**config.mk**
```make
export PLATFORM = sky130hd
export DESIGN_NAME = alu_op_sequencer
export DESIGN_NICKNAME = d
export VERILOG_FILES = /design/src/rtl/alu_seq_pkg.sv /design/src/rtl/alu_seq_decode.sv /design/src/rtl/alu_op_sequencer.sv
export SDC_FILE = /design/constraint.sdc
export NUM_CORES = 1
export LEC_CHECK = 0
export CORE_MARGIN = 2
export CORE_UTILIZATION = 38
export DETAILED_ROUTE_END_ITERATION = 16
export GPL_ROUTABILITY_DRIVEN = 0
export GPL_TIMING_DRIVEN = 0
export MAX_ROUTING_LAYER = met4
export PLACE_DENSITY = 0.75
export SETUP_SLACK_MARGIN = 0.02
export SYNTH_ARGS = -nofsm -noshare
export SYNTH_HDL_FRONTEND = slang
export SYNTH_SLANG_ARGS = --single-unit
export TNS_END_PERCENT = 50
```
**constraint.sdc**
```tcl
create_clock -name clk -period 2.1 [get_ports clk]
set_clock_uncertainty 0.1 [all_clocks]
set_input_delay 0.525 -clock clk [delete_from_list [all_inputs] [get_ports clk]]
set_output_delay 0.525 -clock clk [all_outputs]
set_load 0.005 [all_outputs]
```
**src/rtl/alu_seq_pkg.sv**
```systemverilog
`default_nettype none
// ============================================================================
// Module      : alu_seq_pkg
// Description : Shared funct codes, FSM state encoding and the idle datapath
//               control value for the TotalALU front-end sequencer.
// Revision    : 1.0 - initial release
// ============================================================================
package alu_seq_pkg;

    // Datapath funct codes understood by TotalALU
    localparam logic [5:0] FN_AND   = 6'd36;
    localparam logic [5:0] FN_OR    = 6'd37;
    localparam logic [5:0] FN_ADD   = 6'd32;
    localparam logic [5:0] FN_SUB   = 6'd34;
    localparam logic [5:0] FN_SLT   = 6'd42;
    localparam logic [5:0] FN_SRL   = 6'd2;
    localparam logic [5:0] FN_MULTU = 6'd25;
    localparam logic [5:0] FN_MFHI  = 6'd16;
    localparam logic [5:0] FN_MFLO  = 6'd18;

    // Control value presented to the datapath whenever no op is in flight
    localparam logic [5:0] FN_NOP   = 6'd0;

    typedef enum logic [1:0] {
        ST_IDLE     = 2'd0,
        ST_ISSUE    = 2'd1,
        ST_MUL_WAIT = 2'd2,
        ST_RESP     = 2'd3
    } seqState_t;

endpackage
`default_nettype wire

```
**src/rtl/alu_seq_decode.sv**
```systemverilog
`default_nettype none
// ============================================================================
// Module      : alu_seq_decode
// Description : Combinational funct classifier. Exactly one output is high
//               for any funct value.
// Revision    : 1.0 - initial release
// ============================================================================
module alu_seq_decode
    import alu_seq_pkg::*;
(
    input  logic [5:0] funct,
    output logic       is_single,
    output logic       is_mul,
    output logic       is_mfhilo,
    output logic       is_illegal
);

    // Sort the funct code into the four handling classes
    always_comb begin
        is_single  = 1'b0;
        is_mul     = 1'b0;
        is_mfhilo  = 1'b0;
        is_illegal = 1'b0;
        case (funct)
            FN_AND, FN_OR, FN_ADD, FN_SUB, FN_SLT, FN_SRL: is_single = 1'b1;
            FN_MULTU:                                      is_mul    = 1'b1;
            FN_MFHI, FN_MFLO:                              is_mfhilo = 1'b1;
            default:                                       is_illegal = 1'b1;
        endcase
    end

endmodule
`default_nettype wire

```
**src/rtl/alu_op_sequencer.sv**
```systemverilog
`default_nettype none
// ============================================================================
// Module      : alu_op_sequencer
// Description : Front-end controller for the TotalALU datapath. Accepts one
//               op per request handshake, drives the datapath from latched
//               operands (holding them MUL_CYCLES cycles for MULTU), samples
//               the result and returns it over a response handshake.
//               Optional macro ALU_SEQ_BUSY_CNT_EN adds the saturating
//               mul_busy_cnt output counting cycles spent in MUL_WAIT.
// Revision    : 1.0 - initial release
// ============================================================================
module alu_op_sequencer
    import alu_seq_pkg::*;
#(
    parameter int MUL_CYCLES = 32,
    parameter int RES_LAT    = 1
) (
    input  logic        clk,
    input  logic        reset,
    input  logic        req_valid,
    output logic        req_ready,
    input  logic [5:0]  req_funct,
    input  logic [31:0] req_a,
    input  logic [31:0] req_b,
    output logic        rsp_valid,
    input  logic        rsp_ready,
    output logic [31:0] rsp_data,
    output logic        rsp_err,
    output logic [5:0]  alu_signal,
    output logic [31:0] alu_dataA,
    output logic [31:0] alu_dataB,
    input  logic [31:0] alu_result,
    output logic        busy
`ifdef ALU_SEQ_BUSY_CNT_EN
    ,
    output logic [15:0] mul_busy_cnt
`endif
);

    // One down-counter serves both ISSUE and MUL_WAIT; size it for the longer
    localparam int c_MAX_LOAD = (MUL_CYCLES > RES_LAT) ? MUL_CYCLES : RES_LAT;
    localparam int c_CNT_W    = $clog2(c_MAX_LOAD + 1);
    localparam logic [c_CNT_W-1:0] c_MUL_LOAD = c_CNT_W'(MUL_CYCLES - 1);
    localparam logic [c_CNT_W-1:0] c_ISS_LOAD = c_CNT_W'(RES_LAT - 1);

    seqState_t          r_state;
    seqState_t          w_nextState;
    logic [5:0]         r_funct;
    logic [31:0]        r_opA;
    logic [31:0]        r_opB;
    logic [c_CNT_W-1:0] r_cnt;
    logic               r_hiloValid;
    logic [31:0]        r_rspData;
    logic               r_rspErr;

    logic               w_isSingle;
    logic               w_isMul;
    logic               w_isMfhilo;
    logic               w_isIllegal;
    logic               w_accept;
    logic               w_errReq;
    logic               w_drive;
    logic [5:0]         w_aluSignal;

    alu_seq_decode u_decode (
        .funct      (req_funct),
        .is_single  (w_isSingle),
        .is_mul     (w_isMul),
        .is_mfhilo  (w_isMfhilo),
        .is_illegal (w_isIllegal)
    );

    assign w_accept = req_valid && (r_state == ST_IDLE);
    // Reading HI/LO before any MULTU has finished would return stale garbage
    assign w_errReq = w_isIllegal || (w_isMfhilo && !r_hiloValid);

    // State register
    always_ff @(posedge clk or negedge reset) begin
        if (!reset) begin
            r_state <= ST_IDLE;
        end else begin
            r_state <= w_nextState;
        end
    end

    // Next-state and datapath control decode
    always_comb begin
        w_nextState = r_state;
        w_aluSignal = FN_NOP;
        w_drive     = 1'b0;
        case (r_state)
            ST_IDLE: begin
                if (w_accept) begin
                    if (w_errReq) begin
                        w_nextState = ST_RESP;
                    end else if (w_isMul) begin
                        w_nextState = ST_MUL_WAIT;
                    end else begin
                        w_nextState = ST_ISSUE;
                    end
                end
            end
            ST_ISSUE: begin
                w_aluSignal = r_funct;
                w_drive     = 1'b1;
                if (r_cnt == '0) begin
                    w_nextState = ST_RESP;
                end
            end
            ST_MUL_WAIT: begin
                w_aluSignal = FN_MULTU;
                w_drive     = 1'b1;
                if (r_cnt == '0) begin
                    w_nextState = ST_RESP;
                end
            end
            ST_RESP: begin
                if (rsp_ready) begin
                    w_nextState = ST_IDLE;
                end
            end
            default: w_nextState = ST_IDLE;
        endcase
    end

    // Request capture, cycle counting, result sampling and HI/LO tracking
    always_ff @(posedge clk or negedge reset) begin
        if (!reset) begin
            r_funct     <= FN_NOP;
            r_opA       <= '0;
            r_opB       <= '0;
            r_cnt       <= '0;
            r_hiloValid <= 1'b0;
            r_rspData   <= '0;
            r_rspErr    <= 1'b0;
        end else begin
            case (r_state)
                ST_IDLE: begin
                    if (w_accept) begin
                        r_funct   <= req_funct;
                        r_opA     <= req_a;
                        r_opB     <= req_b;
                        r_cnt     <= w_isMul ? c_MUL_LOAD : c_ISS_LOAD;
                        r_rspData <= '0;
                        r_rspErr  <= w_errReq;
                    end
                end
                ST_ISSUE: begin
                    if (r_cnt == '0) begin
                        r_rspData <= alu_result;
                    end else begin
                        r_cnt <= r_cnt - 1'b1;
                    end
                end
                ST_MUL_WAIT: begin
                    if (r_cnt == '0) begin
                        r_hiloValid <= 1'b1;
                    end else begin
                        r_cnt <= r_cnt - 1'b1;
                    end
                end
                default: begin
                end
            endcase
        end
    end

`ifdef ALU_SEQ_BUSY_CNT_EN
    logic [15:0] r_mulBusyCnt;

    // Saturating count of cycles spent waiting on MULTU
    always_ff @(posedge clk or negedge reset) begin
        if (!reset) begin
            r_mulBusyCnt <= '0;
        end else if ((r_state == ST_MUL_WAIT) && (r_mulBusyCnt != 16'hFFFF)) begin
            r_mulBusyCnt <= r_mulBusyCnt + 16'd1;
        end
    end

    assign mul_busy_cnt = r_mulBusyCnt;
`endif

    // Operands only reach the datapath while an op is actually executing
    assign alu_signal = w_aluSignal;
    assign alu_dataA  = w_drive ? r_opA : 32'd0;
    assign alu_dataB  = w_drive ? r_opB : 32'd0;
    assign req_ready  = (r_state == ST_IDLE);
    assign busy       = (r_state != ST_IDLE);
    assign rsp_valid  = (r_state == ST_RESP);
    assign rsp_data   = r_rspData;
    assign rsp_err    = r_rspErr;

endmodule
`default_nettype wire
```
==> results_dict.tcl <==
set metrics [dict create \
    ff_latch_area_um2 2800 \
    synth_cells 455 \
    nNetsFinal 826 \
    synth_top_area_cell "dfrtp_1" \
    swShare_pct 32.0 \
    cts.htree.levels 3 \
    path_buf_inv 5 \
    worst_ir_drop_vdd_mv 0.989 \
    rrSetupSlack_ps -50 \
    stdcell_area_um2 8600 \
    worst_setup_path_start_kind "flip-flop" \
    synth_cell_type_count 39 \
    cts.sinks 112 \
    final.min_clock_period_ps 2410 \
    grt_pass1_vias 4574 \
    vias_per_cell 4.84 \
    root_buffer "clkbuf_16" \
    worstPathRequired_ps 1470 \
    period_share_pct 115 \
    p_per_area_nw_per_um2 1750 \
    syn_to_final_growth_pct 68.8 \
    numCtsBuffers 9 \
    rr_worst_depth 9 \
    dr.first_iter.drc_count 131 \
    status "finished, violations left" \
    max_freq_ghz 0.415 \
    muxShareOfSynthArea_pct 15.6 \
    worstMarginPinSlew_ps 655 \
    ys.warnings.count 0 \
    tns_ps -16180 \
    worstPathArrival_ps 1780 \
    grtUsageTotal_pct 21.3 \
    cp_slowest_cell "dfrtp_1" \
    syn_area_um2 5090 \
    cts_tree "done" \
    ys_seq_elements 112 \
    path_max_fanout 6 \
    insertedDiodeCount 0 \
    critical_path_class "flip-flop to primary output" \
    postRouteAntennaNets 0 \
    fill_cells 1001 \
    drive_gt1_share_pct 42.7 \
    violations "negative setup slack" \
    endpoint_kind "primary output" \
    clkTransAtPathRegs_ps 70 \
    die_w_um 120 \
    core-area_um2 13200 \
    yosysSeqAreaShare_pct 55.0 \
    clkLatencyLatePin_ps 350 \
    fin_util_pct 65.2 \
    p_leak_nw 3.81 \
    antenna_found_initial 0 \
    start_util_pct 38.6 \
    p_comb_share_pct 63.7 \
    p_int_mw 10.3 \
    ioPinCount 212 \
    grt_setup_unrepaired "yes" \
    dr_total_vias 4315 \
    cap_violations 0 \
    synth_top_family_by_area "simple AND/OR/NAND/NOR gates" \
    rows 42 \
    dr.pass1.iters 4 \
    relSlewSlack_pct 56.3 \
    hold_viol 0 \
    slew_viol_final 0 \
    grt_start_max_net_pins 64 \
    place_ws_ps -892 \
    power_mw 15.1 \
    crit_family "buffers and inverters" \
    fp.dieArea_um2 14300 \
    setup_viol 71 \
    hold_path_class "primary input to async pin" \
    port_buffers 211 \
    cp.depth 7 \
    synthTopCellsByArea "dfrtp_1 (55%), mux2_2 (15%), and2_1 (8.2%)" \
    crit_chain "inv_2 > ha_4 > clkbuf_16 > buf_8 > clkbuf_16 > and2_4 > buf_6" \
    synth_top_area_share_pct 55.0 \
    multi_input_area_um2 2400 \
    netSwitchingPower_mw 4.83 \
    holdBufCountCts 0 \
    die_h_um 120 \
    place_area_um2 7450 \
    grt_pass1_wl_mm 23.2 \
    grt.overflow.total 0 \
    yosys.area_share.simple_pct 17.9 \
    wl_per_cell_um 16.4 \
    syn_nets 568 \
    drc 0 \
    synth_area_per_cell_um2 11.2 \
    seq_power_share_pct 25.4 \
    synth_xor_area_share_pct 0.172 \
    critPathMaxStageDelay_ps 400 \
    fin_ws_ps -309 \
    power_frac_clock_pct 10.9 \
    synth_compound_area_share_pct 6.02 \
    clockBufferDepth 2 \
    dp_hpwl_mm 10.1 \
    synth_fa_ha_area_share_pct 1.72 \
    wirelength_mm 14.6 \
    path_common_cell "clkbuf_16" \
]
per-layer routing:
layer	GRT usage (%)	vias up	share of wire (%)
met5	-	-	0
met4	5.88	0	1.9
met3	5.56	18	7.3
met2	36.1	181	50
met1	25.0	2085	40
li1	-	2031	-
placed cells by master (no fill, tap or decap), types with 4 or more instances in the layout:
cell type / count
clkbuf_16: 13
inv_1: 5
clkbuf_2: 5
buf_2: 6
o21ai_1: 29
and2_1: 4
o21ai_0: 12
nand2_1: 74
buf_8: 11
nand3_1: 4
clkdlybuf4s50_1: 137
and2_4: 64
clkbuf_8: 4
buf_4: 24
ha_4: 4
nor2_1: 5
dfrtp_1: 112
buf_6: 78
mux2_2: 68
state kept, by name, summed over array words and instances, names as in the netlist:
name         cells
r_hiloValid      1
rsp_data        32
r_opA           32
r_state          2
r_cnt            6
r_opB           32
rsp_err          1
r_funct          6
kinds of logic (layout without fill, tap and decap cells):
logic type | count (synthesis) | in the layout
AOI/OAI and AO/OA | 53 | 53
xor gates and xnor gates | 1 | 1
adders and majority gates | 7 | 7
buffers and inverters | 36 | 296
DFF | 112 | 112
muxes | 71 | 71
and+or+nand+nor | 175 | 175
per-stage QoR:
step                      hold WS (ps)  instances
after global placement             359        842
after floorplan                    129        455
after global routing               162        891
after CTS                          124        883
after detailed placement           365        843
final                              111        891
worst paths after layout:
check                           start            end
setup / recovery           r_state[1]  alu_dataB[22]
hold / removal                  reset   rsp_data[24]
setup reg to reg           r_state[1]     r_state[1]
hold reg to reg            r_funct[5]     r_funct[5]
max in group asynchronous       reset       r_opA[9]
min in group clk           r_funct[5]     r_funct[5]
power by group through the flow:
| stage | clock network (mW) | registers (mW) | logic [mW] |
|---|---|---|---|
| after floorplan | 0 | 3.66 | 3.11 |
| after global placement | 0 | 3.72 | 6.43 |
| after detailed placement | 0 | 3.78 | 6.56 |
| after CTS | 1.70 | 3.78 | 8.75 |
| after global routing | 1.77 | 3.95 | 10.3 |
| final | 1.65 | 3.83 | 9.61 |
Yosys cell counts, drive strengths merged:
master	count
nand3b	2
a31oi	2
a22o	1
clkbuf	17
o211ai	1
o21ai	41
buf	11
or3	1
nor4bb	1
xor2	1
nor4	2
nand2b	2
dfrtp	112
o311a	1
mux2	68
nor2b	5
a21oi	3
nand4	1
nand2	77
inv	8
or3b	1
a221o	1
nand4b	1
nor3	2
mux2i	3
and2	68
nor3b	2
a31o	1
nand3	4
a211oi	1
nor2	6
ha	7
a211o	1
what timing repair did:
item,4_1_cts,5_1_grt
resized for setup,434,78
pin swaps,2,7
setup buffers,21,10
cloned,6,0
setup endpoints to repair,131,78
cell type report:
cell class | instances | share of cell area (%)
buffer | 26 | 3.59
clock buffer | 9 | 2.62
clock inverter | 4 | 0.567
inverter | 8 | 0.349
multi-input combinational | 307 | 27.9
sequential | 112 | 32.6
tap | 176 | 2.56
timing repair buffer | 249 | 29.9
Note: power is estimated with default switching activity, not from simulation.
==> RTL change 1 (same flow settings) <==
Put one more register stage on the output `rsp_err`, cleared by the reset. The value now appears one clock later. The other outputs are not delayed to match.
--- a/src/rtl/alu_op_sequencer.sv
+++ b/src/rtl/alu_op_sequencer.sv
@@ -189,5 +189,11 @@
     assign rsp_valid  = (r_state == ST_RESP);
     assign rsp_data   = r_rspData;
-    assign rsp_err    = r_rspErr;
+    always_ff @(posedge clk or negedge reset) begin
+        if (!reset) begin
+            rsp_err <= '0;
+        end else begin
+            rsp_err <= r_rspErr;
+        end
+    end
 
 endmodule
Behaviour: not the same (Yosys sat finds a counterexample within 4 cycles, from zero or initial values and one cycle with reset low).
==> RTL change 1 against the original RTL <==
The run ends with negative hold slack, negative setup slack left; wire length rose by 4.4%; final area rose by 0.58%; sequential share of layout area rose by 0.10 points; total power rose by 2.5%; sequential cell count rose by 1; cell count rose by 1.6%; synthesized cell count rose by 0.22%; die area rose by 0.48%; area after synthesis rose by 0.49%; setup slack got worse by 0.063 ns; critical endpoint is now alu_dataA[5]; largest cell class is now sequential cells.
==> RTL change 1: results (changes against the original RTL) <==
comb pwr 8.78 mW (was 9.61 mW); area of the multi-input gates 2290 sq um (was 2400 sq um); Setup Buffers After CTS 19 (was 21); endpoints failing hold 3 (was 0); clkbuf count 23 (was 9); DP Wirelength 10.6 mm (was 10.1 mm); failing checks negative hold slack, negative setup slack (was negative setup slack); Worst R2R Path Depth 10 (was 9); worst hold slack -0.00435 ns (was 0.111 ns); CP arrival 1.85 ns (was 1.78 ns); clk pwr 2.83 mW (was 1.65 mW); outcome finished with violations (unchanged); number of global-route vias before repair 4,788 (was 4,574); Sink Count 113 (was 112); sequential fraction of total cell area 32.7% (was 32.6%); met1 Use GR 24.8% (was 25.0%); VDD IR max 1.10 mV (was 0.989 mV); DR WL met2 7.56 mm (was 7.39 mm); TritonCTS Buffers 17 (was 9); Worst-Skew Late Latency 0.41 ns (was 0.35 ns); R2R Setup Slk 0.06 ns (was -0.05 ns); Post-Synth Adder-Cell Area 1.71% (was 1.72%); 1st-iter DRT viols 168 (was 131); final setup fails 72 (was 71); DR vias 4,380 (was 4,315); layout cell share with drive strength beyond 1 39.9% (was 42.7%); post-route setup slack -0.372 ns (was -0.309 ns); NonClk Buf Share 31.1% (was 33.5%); Worst Max-Slew Pin Slew 0.567 ns (was 0.655 ns); top cells by count, synth dfrtp_1, nand2_1, mux2_2 (unchanged); Metal-1 WL 5.93 mm (was 5.91 mm); reg2reg end rsp_data[27]$_DFFE_PN0P_ (was r_state[1]$_DFFE_PN0P_); register area share after synthesis 55.2% (was 55.0%); synth top area cells dfrtp_1, mux2_2, and2_1 (unchanged); syn_nets 569 (was 568); Total GRT Usage 22.8% (was 21.3%); Tot Pwr 15.5 mW (was 15.1 mW); Buffers, non-clock 270 (was 275); grt met3 use 8.89% (was 5.56%); first-pass GRT wire length 24.5 mm (was 23.2 mm); Reg clk slew, reported paths 0.05 ns (was 0.07 ns); Synth Area in XOR/XNOR 0.171% (was 0.172%)
[RTL change 1: changes by cell type in the layout (fill, tap and decap cells not counted), sizes merged, moves of 2 or more]
| cell | unedited run | this run |
|---|---|---|
| clkinvlp | 0 | 4 |
| buf | 121 | 113 |
| clkbuf | 25 | 39 |
| dlygate4sd2 | 0 | 2 |
[RTL change 1: critical path, cell delays in order, from the launching register on]
cell and delay, ns:
dfrtp_1 0.39, inv_2 0.11, ha_4 0.24, clkbuf_16 0.17, buf_8 0.13, clkbuf_16 0.14
and2_4 0.13, buf_6 0.11
[RTL change 1: cell families (layout without fill, tap and decap cells)]
| kind of cell | Yosys count | after routing |
|---|---|---|
| AOI/OAI and AO/OA | 53 | 53 |
| and+or+nand+nor | 175 | 175 |
| adders and majority gates | 7 | 7 |
| buffers and inverters | 36 | 309 |
| DFF | 113 | 113 |
| muxes | 71 | 71 |
| xor gates and xnor gates | 1 | 1 |
[RTL change 1: stage by stage]
step           instances  setup TNS (ns)  cell area, sq um
2_1_floorplan        456               0              5120
3_3_place_gp         843         -512.10              7450
3_5_place_dp         844          -79.14              7480
4_1_cts              900          -28.61              8510
5_1_grt              905          -26.04              8650
6_report             905          -21.30              8650
[RTL change 1: worst max-delay path by stage]
stage | start | to | cells past startpoint
after floorplan | r_state[0]$_DFFE_PN0P_ | alu_dataA[10] | 6
after global placement | reset | r_opB[21]$_DFFE_PN0P_ | 1
after detailed placement | r_state[1]$_DFFE_PN0P_ | alu_dataB[15] | 7
after CTS | r_state[1]$_DFFE_PN0P_ | alu_dataA[9] | 8
after global routing | r_state[1]$_DFFE_PN0P_ | alu_dataA[5] | 7
final | r_state[0]$_DFFE_PN0P_ | alu_dataA[5] | 7
==> RTL change 2 (same settings) <==
Made on the original files. The option `ALU_SEQ_BUSY_CNT_EN` is turned on by a define.
--- a/src/rtl/alu_op_sequencer.sv
+++ b/src/rtl/alu_op_sequencer.sv
@@ -10,4 +10,6 @@
 // Revision    : 1.0 - initial release
 // ============================================================================
+`define ALU_SEQ_BUSY_CNT_EN
+
 module alu_op_sequencer
     import alu_seq_pkg::*;
Check against the original RTL (old outputs only; new: mul_busy_cnt): equivalent (Yosys induction, for registers that start in step).
==> RTL change 2 against the original RTL <==
The flow still finishes with violations (negative setup slack); non-clock buffer count increased by 13; sequential cell count up 16; sequential share of layout area is 0.62 points higher; wire length grew 14%; final area rose by 12%; area after synthesis up 14%; sequential power up 6.0%; critical endpoint is now alu_dataA[16]; register-to-register slack better by 0.18 ns; setup slack got worse by 0.054 ns; count of clock-buffer cells in the layout increased by 12; total power rose by 9.0%; worst hold slack gained 0.27 ns.
==> RTL change 2: results (changes against the original RTL) <==
RR Startpoint r_cnt[3]$_DFFE_PN0P_ (was r_state[1]$_DFFE_PN0P_); Compound-Gate Fraction of Synth Area 6.22% (was 6.02%); Static Leak 4.31 nW (was 3.81 nW); number of global-route vias before repair 5,388 (was 4,574); mux cell area share after synthesis 14.0% (was 15.6%); worst setup path start r_state[0]$_DFFE_PN0P_ (was r_state[1]$_DFFE_PN0P_); CP arrival 1.84 ns (was 1.78 ns); Vias/cell 4.92 (was 4.84); final wirelength 16.7 mm (was 14.6 mm); final setup fails 70 (was 71); first-pass GRT wire length 26.9 mm (was 23.2 mm); 1st-iter DRT viols 153 (was 131); Reg clk slew, reported paths 0.05 ns (was 0.07 ns); DP Wirelength 11.3 mm (was 10.1 mm); post-route setup slack -0.363 ns (was -0.309 ns); VDD IR max 0.884 mV (was 0.989 mV); TritonCTS Buffers 17 (was 9); outcome finished with violations (unchanged); number of library cell types mapped by synthesis 40 (was 39); Final nets 912 (was 826); Worst-Skew Late Latency 0.41 ns (was 0.35 ns); synth top area cells dfrtp_1, mux2_2, and2_1 (unchanged); number of fill cells 1,122 (was 1,001); failing checks negative setup slack (unchanged); Synth Area in XOR/XNOR 2.12% (was 0.172%); syn_nets 635 (was 568); critical path peak fanout 7 (was 6); number of I/O port buffers 227 (was 211); register area share after synthesis 55.3% (was 55.0%)
## RTL change 2: cell count changes after synthesis, sizes merged, moves of 5 or more
cell	unedited run	this run
and3	0	6
nand3	4	13
xnor2	0	8
nor2	6	12
nor3	2	9
dfrtp	112	128
xor2	1	6
## RTL change 2: area by class of cell
| class | instances | share of cell area [%] |
|---|---|---|
| flip-flops and latches | 128 | 33.2 |
| multi-input cells | 357 | 27.5 |
| repair buffers | 260 | 26.9 |
| clock inverters | 11 | 1.83 |
| clock buffers | 21 | 4.87 |
| plain buffers | 28 | 2.93 |
| well taps | 188 | 2.44 |
| inverters | 7 | 0.272 |
## RTL change 2: timing repair
action / in CTS / in global routing
hold buffers: 1 / 0
resized for setup: 415 / 31
setup endpoints to repair: 144 / 103
cloned: 7 / 0
pin swaps: 1 / 2
endpoints found under the hold margin: 49 / 0
setup buffers: 20 / 5
## RTL change 2: stage by stage
step / util (%) / hold slack [ns] / std cells / setup slack (ns)
after floorplan: - / 0.129 / 522 / 0.0499
after global placement: 55.2 / 0.349 / 937 / -4.53
after detailed placement: 55.4 / 0.351 / 938 / -0.963
after CTS: 63.7 / 0.376 / 997 / -0.535
after global routing: 64.2 / 0.395 / 1000 / -0.455
final: 64.2 / 0.379 / 1000 / -0.363
## RTL change 2: worst paths after layout
check | end | slack [ns]
max | alu_dataA[16] | -0.36
max in group asynchronous | r_opB[7]$_DFFE_PN0P_ | 0.62
min | r_hiloValid$_DFFE_PN0P_ | 0.38
min reg2reg | r_hiloValid$_DFFE_PN0P_ | 0.38
max reg2reg | rsp_data[0]$_DFFE_PN0P_ | 0.13
min in group asynchronous | mul_busy_cnt[14]$_DFFE_PN0P_ | 0.53
## RTL change 2: cell families (layout without fill, tap and decap cells)
| logic type | after synthesis | count (layout) |
|---|---|---|
| flip-flops | 128 | 128 |
| AND/OR/NAND/NOR | 202 | 202 |
| multiplexers | 72 | 72 |
| AO/OA/AOI/OAI | 62 | 62 |
| XOR/XNOR | 14 | 14 |
| buffers and inverters | 37 | 327 |
| adder cells (fa/ha/maj) | 7 | 7 |
## RTL change 2: where the power goes
group          leakage, nW  internal (mW)  switching (mW)
Clock                0.315           2.09            1.10
Sequential            1.60           3.44           0.616
Combinational         2.40           5.69            3.50
## RTL change 2: routing by layer
layer	vias to the layer above	track usage, %	share of wire, %
met2	168	37.2	51
met3	21	5.70	6.1
met4	0	5.30	1.4
li1	2321	-	-
met5	-	-	0
met1	2408	25.8	41
